==> src/rtl/dma_burst_planner.sv <==
// dma_burst_planner
//
// Splits a DMA job (start address + byte count) into a sequence of bursts.
// Each burst is limited by MAX_BEATS beats and is never allowed to cross a
// BOUNDARY-aligned address.
//
// For every burst the planner publishes:
//   * a beat-aligned address
//   * the length in beats minus one
//   * byte strobes for the first and the last beat
//   * a flag marking the final burst of the job
//
// Ports
//   clk, rstn           : clock, asynchronous active-low reset
//   start_i             : job request, sampled only while idle
//   addr_i, bytes_i     : job start address and job byte count
//   abort_i             : stop the job after the request currently offered
//   req_valid_o         : burst request valid
//   req_ready_i         : burst request ready
//   req_addr_o          : beat-aligned burst address
//   req_len_o           : burst length in beats minus one
//   req_first_strb_o    : byte strobes of the first beat
//   req_last_strb_o     : byte strobes of the last beat
//   req_last_o          : set on the final burst of the job
//   busy_o              : high whenever the planner is not idle
//   done_o              : one-cycle pulse when the job ends
//   aborted_o           : qualifies done_o, high if the job was aborted
module dma_burst_planner #(
    parameter int DATA_W    = 512,
    parameter int MAX_BEATS = 256,
    parameter int BOUNDARY  = 4096,
    parameter int ADDR_W    = 32,
    parameter int LEN_W     = 32
) (
    input  logic                  clk,
    input  logic                  rstn,
    input  logic                  start_i,
    input  logic [ADDR_W-1:0]     addr_i,
    input  logic [LEN_W-1:0]      bytes_i,
    input  logic                  abort_i,
    output logic                  req_valid_o,
    input  logic                  req_ready_i,
    output logic [ADDR_W-1:0]     req_addr_o,
    output logic [7:0]            req_len_o,
    output logic [DATA_W/8-1:0]   req_first_strb_o,
    output logic [DATA_W/8-1:0]   req_last_strb_o,
    output logic                  req_last_o,
    output logic                  busy_o,
    output logic                  done_o,
    output logic                  aborted_o
);

    localparam int BPB   = DATA_W / 8;
    localparam int OFF_W = $clog2(BPB);
    localparam int SPAN  = MAX_BEATS * BPB;

    // The working width must hold:
    //   * the remaining byte count
    //   * the distance to the next boundary
    //   * the maximum burst span
    // One extra bit is added so that sums such as off + n never wrap.
    localparam int W_B = $clog2(BOUNDARY) + 1;
    localparam int W_S = $clog2(SPAN) + 1;
    localparam int W_BS = (W_B > W_S) ? W_B : W_S;
    localparam int W_M = (LEN_W > W_BS) ? LEN_W : W_BS;
    localparam int CW = W_M + 1;

    typedef enum logic [1:0] {IDLE, CALC, ISSUE, FIN} state_t;

    state_t              state_reg;
    logic [ADDR_W-1:0]   a_reg;        // address of the next byte to move
    logic [CW-1:0]       r_reg;        // bytes still to move
    logic [CW-1:0]       n_reg;        // bytes covered by the offered burst
    logic                abort_reg;    // abort seen while a request was offered

    logic                valid_reg;
    logic [ADDR_W-1:0]   addr_reg;
    logic [7:0]          len_reg;
    logic [BPB-1:0]      first_strb_reg;
    logic [BPB-1:0]      last_strb_reg;
    logic                last_reg;
    logic                done_reg;
    logic                aborted_reg;

    // Burst planning for the current address/remaining pair.
    logic [OFF_W-1:0]    off;
    logic [CW-1:0]       off_w;
    logic [CW-1:0]       to_bound;
    logic [CW-1:0]       to_span;
    logic [CW-1:0]       n_calc;
    logic [CW-1:0]       end_off;
    logic [CW-1:0]       beats;
    logic [7:0]          len_calc;
    logic [OFF_W-1:0]    last_off;
    logic [ADDR_W-1:0]   base_addr;
    logic [BPB-1:0]      first_strb;
    logic [BPB-1:0]      last_strb;

    always_comb begin
        off       = a_reg[OFF_W-1:0];
        off_w     = CW'(off);
        to_bound  = CW'(BOUNDARY) - CW'(a_reg & ADDR_W'(BOUNDARY - 1));
        to_span   = CW'(SPAN) - off_w;

        n_calc = r_reg;
        if (to_bound < n_calc) begin
            n_calc = to_bound;
        end
        if (to_span < n_calc) begin
            n_calc = to_span;
        end

        // end_off is the byte offset just past the burst, measured from the
        // aligned base address.
        end_off   = off_w + n_calc;
        beats     = (end_off + CW'(BPB - 1)) >> OFF_W;
        len_calc  = 8'(beats - CW'(1));
        last_off  = OFF_W'(end_off - CW'(1));
        base_addr = {a_reg[ADDR_W-1:OFF_W], {OFF_W{1'b0}}};
    end

    // A single-beat burst has its first and last beat in the same word.
    // In that case the last-beat strobe must equal the first-beat strobe.
    for (genvar gi = 0; gi < BPB; gi++) begin : g_strb
        localparam logic [CW-1:0]    IDX_W = CW'(gi);
        localparam logic [OFF_W-1:0] IDX_O = OFF_W'(gi);
        assign first_strb[gi] = (IDX_W >= off_w) && (IDX_W < end_off);
        assign last_strb[gi]  = (len_calc == 8'd0) ? first_strb[gi] : (IDX_O <= last_off);
    end

    always_ff @(posedge clk or negedge rstn) begin
        if (!rstn) begin
            state_reg      <= IDLE;
            a_reg          <= '0;
            r_reg          <= '0;
            n_reg          <= '0;
            abort_reg      <= 1'b0;
            valid_reg      <= 1'b0;
            addr_reg       <= '0;
            len_reg        <= '0;
            first_strb_reg <= '0;
            last_strb_reg  <= '0;
            last_reg       <= 1'b0;
            done_reg       <= 1'b0;
            aborted_reg    <= 1'b0;
        end else begin
            done_reg    <= 1'b0;
            aborted_reg <= 1'b0;
            case (state_reg)
                IDLE: begin
                    if (start_i) begin
                        a_reg     <= addr_i;
                        r_reg     <= CW'(bytes_i);
                        abort_reg <= 1'b0;
                        if (bytes_i == '0) begin
                            state_reg <= FIN;
                            done_reg  <= 1'b1;
                        end else begin
                            state_reg <= CALC;
                        end
                    end
                end
                CALC: begin
                    if (abort_i) begin
                        state_reg   <= FIN;
                        done_reg    <= 1'b1;
                        aborted_reg <= 1'b1;
                    end else begin
                        n_reg          <= n_calc;
                        addr_reg       <= base_addr;
                        len_reg        <= len_calc;
                        first_strb_reg <= first_strb;
                        last_strb_reg  <= last_strb;
                        last_reg       <= (n_calc == r_reg);
                        valid_reg      <= 1'b1;
                        state_reg      <= ISSUE;
                    end
                end
                ISSUE: begin
                    // The offered request is never withdrawn.
                    // An abort only prevents the next burst from being planned.
                    if (abort_i) begin
                        abort_reg <= 1'b1;
                    end
                    if (req_ready_i) begin
                        valid_reg <= 1'b0;
                        a_reg     <= a_reg + ADDR_W'(n_reg);
                        r_reg     <= r_reg - n_reg;
                        if (last_reg || abort_reg || abort_i) begin
                            state_reg   <= FIN;
                            done_reg    <= 1'b1;
                            aborted_reg <= abort_reg || abort_i;
                        end else begin
                            state_reg <= CALC;
                        end
                    end
                end
                FIN: begin
                    // done/aborted were registered on entry to FIN.
                    // They are cleared here by the default assignments above.
                    state_reg <= IDLE;
                end
                default: begin
                    state_reg <= IDLE;
                end
            endcase
        end
    end

    assign req_valid_o      = valid_reg;
    assign req_addr_o       = addr_reg;
    assign req_len_o        = len_reg;
    assign req_first_strb_o = first_strb_reg;
    assign req_last_strb_o  = last_strb_reg;
    assign req_last_o       = last_reg;
    assign busy_o           = (state_reg != IDLE);
    assign done_o           = done_reg;
    assign aborted_o        = aborted_reg;

endmodule

==> config.mk <==
export PLATFORM = sky130hd
export DESIGN_NAME = dma_burst_planner
export DESIGN_NICKNAME = d
export VERILOG_FILES = /design/src/rtl/dma_burst_planner.sv
export SDC_FILE = /design/constraint.sdc
export NUM_CORES = 1
export LEC_CHECK = 0
export BUFFER_PORTS_ARGS = -buffer_cell sky130_fd_sc_hd__buf_2
export CAP_MARGIN = 30
export CORE_UTILIZATION = 50
export DETAILED_ROUTE_END_ITERATION = 7
export PLACE_DENSITY = 0.69
export SYNTH_ARGS = -nofsm -noshare
export SYNTH_HDL_FRONTEND = slang
export SYNTH_SLANG_ARGS = --single-unit
==> constraint.sdc <==
create_clock -name clk -period 23 [get_ports clk]
set_input_delay 3.45 -clock clk [delete_from_list [all_inputs] [get_ports clk]]
set_output_delay 3.45 -clock clk [all_outputs]
set_load 0.01 [all_outputs]
==> impl_metrics.py <==
metrics = {
    "outcome": {
        "status": "finished clean",
    },
    "run": {
        "drv_cap": 0,
    },
    "clock_tree": {
        "cts_setup_buffers": 0,
        "cts_made_buffers": 30,
        "cts_hold_buf": 0,
        "cts_sinks": 267,
        "cts_resized": 0,
        "cts_tree": "done",
        "clk_path_buf_depth": 3,
        "clk_latency_ps": 600,
        "h-tree-depth": 1,
        "clk_pin_slew_ps": 60,
        "cts-root-buf": "clkbuf_16",
    },
    "global_routing": {
        "grt_pass1_wl_um": 94500,
        "grt_max_degree": 117,
        "first_global_vias": 16100,
        "track_usage": 0.336,
        "antenna_found_initial": 0,
        "overflow": 0,
    },
    "setup_path": {
        "cp_slowest_cell": "o21ai_2",
        "cp.required_ps": 23410,
        "critPathKind": "flip-flop to flip-flop",
        "worstRegToRegCells": 35,
        "crit_fanout": 22,
        "endpoint_kind": "flip-flop",
        "critical_path.most_common_cell": "ha_1",
        "slowest_delay_ps": 910,
        "worst_setup_path_start_kind": "flip-flop",
        "worst_ep_arrival_time_ps": 12810,
    },
    "synthesis": {
        "ys_warn_count": 0,
        "ys_seq_area_frac": 0.375,
        "synth_edf_count": 0,
        "synth_cells": 2116,
        "syn_area_um2": 17800,
        "synth_top_cells_by_area": "dfrtp_1 (38%), nand2_1 (8.8%), ha_1 (7.7%)",
        "yosysTopAreaCell": "dfrtp_1",
        "yosysMostFrequentCell": "nand2_1",
        "synth-main-ff-cell": "dfrtp_1",
        "ys_ff_latch": 267,
        "synth.top_cell.area_share": 0.375,
        "async_flop_share": 1.00,
        "syn_area_per_cell_um2": 8.41,
        "synthTopCellsByCount": "nand2_1 (419), dfrtp_1 (267), o21ai_0 (164), nor2_1 (144), a21oi_1 (131)",
        "synth_cell_types": 91,
    },
    "floorplan": {
        "dieArea_um2": 36400,
        "fp.dieW_um": 191,
        "rows": 68,
        "io_pins": 242,
        "core_um2": 34800,
        "die_y_um": 191,
        "initial_core_util": 0.512,
    },
    "timing": {
        "grt_setup_unrepaired": "no",
        "setup_violations": 0,
        "slew_headroom": 0.287,
        "post-route-period-util": 0.539,
        "finalMaxSlewViolations": 0,
        "min_period_ps": 12400,
        "final.setup.tns_ps": 0,
        "timing.fmax_ghz": 0.0807,
        "hold_viol": 0,
        "clock-skew-final_ps": 12.5,
        "max_slew.worst_pin.slew_ps": 1070,
    },
    "min_path": {
        "hold_depth": 2,
        "hold_path_class": "flip-flop to flip-flop",
    },
    "drt": {
        "routed_via_density": 6.06,
        "dr.first_iter.drc_count": 1486,
        "vias": 16900,
        "wirelength_um": 61400,
        "drt-pass1-iter-count": 6,
        "avgRoutedWirePerCell_um": 22.1,
        "drc": 0,
        "ant_nets": 0,
    },
    "finish": {
        "drive_gt1_frac": 0.159,
        "fin_nets": 2485,
        "antenna_cells": 0,
        "syn2layout_area_growth_pct": 14.9,
    },
    "place": {
        "port_buffers": 235,
        "hpwl_um": 45600,
        "gp_congestion": 0.964,
    },
}
[cell families (layout without fill, tap and decap cells)]
| logic type | after synthesis | in the layout | synth area share |
|---|---|---|---|
| flip-flops | 267 | 267 | 0.375 |
| multiplexers | 65 | 65 | 0.0371 |
| AO/OA/AOI/OAI | 553 | 553 | 0.203 |
| adder cells (fa/ha/maj) | 112 | 112 | 0.0800 |
| XOR/XNOR | 103 | 103 | 0.0511 |
| AND/OR/NAND/NOR | 813 | 813 | 0.206 |
| buffers and inverters | 201 | 406 | 0.0467 |
| other | 2 | 8 | 0.000422 |
[metal layers]
metal / vias to the layer above / wire, µm / track usage
met5: - / 0 / 0
met4: 0 / 1420 / 0.0785
met3: 99 / 4610 / 0.0629
met2: 659 / 27500 / 0.517
met1: 8252 / 27800 / 0.484
li1: 7845 / - / -
[metrics by stage]
step                      cells   util  area, µm²  worst slack [ps]  hold slack (ps)
final                      2782  0.588      20500             10600              468
after floorplan            2122      -      17800             13970              467
after global routing       2782  0.588      20500              9860              491
after detailed placement   2726  0.557      19400             10950              457
after CTS                  2781  0.587      20400             10940              473
after global placement     2721  0.555      19300             10890              452
[cell usage in the layout, fill, tap and decap left out, types with 6 or more instances in the layout]
cell type	count
nand2_1	419
or2_2	14
clkbuf_8	8
inv_1	85
a21boi_0	6
ha_1	108
xor2_1	24
and2_1	11
xnor2_1	76
o21bai_1	8
nand2b_1	9
conb_1	8
o21a_1	13
buf_4	24
o31ai_1	6
clkinv_2	8
a221oi_1	7
nand4_1	17
dfrtp_1	267
nand3_1	60
clkbuf_16	30
nor2_1	144
or3_1	12
nor2b_1	26
nor4_1	22
a211o_1	7
a31oi_1	22
a21oi_1	131
a21o_1	35
and3_1	9
nor3_1	35
o21ai_0	164
o211ai_1	30
o221ai_1	43
mux2i_1	59
buf_2	235
a211oi_1	14
[cell type report]
| cell class | instances | area (µm²) |
|---|---|---|
| Clock buffer | 43 | 880 |
| Clock inverter | 12 | 160 |
| Fill cell | 3180 | 14300 |
| Inverter | 86 | 325 |
| Multi-Input combinational cell | 1654 | 10400 |
| Sequential cell | 267 | 6680 |
| Tap cell | 455 | 569 |
| Timing Repair Buffer | 265 | 1480 |
[worst max-delay path, delay by kind of cell (launching register included)]
kind	cells	cell delay (ps)
XOR/XNOR	1	280
AO/OA/AOI/OAI	12	5310
buffers and inverters	1	220
multiplexers	1	220
AND/OR/NAND/NOR	15	3820
adder cells (fa/ha/maj)	5	1740
flip-flops	1	610
[path summary, 6_finish.rpt]
| check | to | slack [ps] | startpoint |
|---|---|---|---|
| worst min-delay path | req_addr_o[14] | 470 | req_addr_o[14] |
| worst max-delay path | req_last_strb_o[21] | 10600 | a_reg[1] |
| max in group asynchronous | req_last_strb_o[44] | 18680 | rstn |
| worst max register to register | req_last_strb_o[21] | 10600 | a_reg[1] |
| min in group asynchronous | req_addr_o[9] | 2930 | rstn |
| worst min register to register | req_addr_o[14] | 470 | req_addr_o[14] |
Power is not shown: default switching activity piles up to over one toggle a cycle in this logic, so the estimate is an artifact.
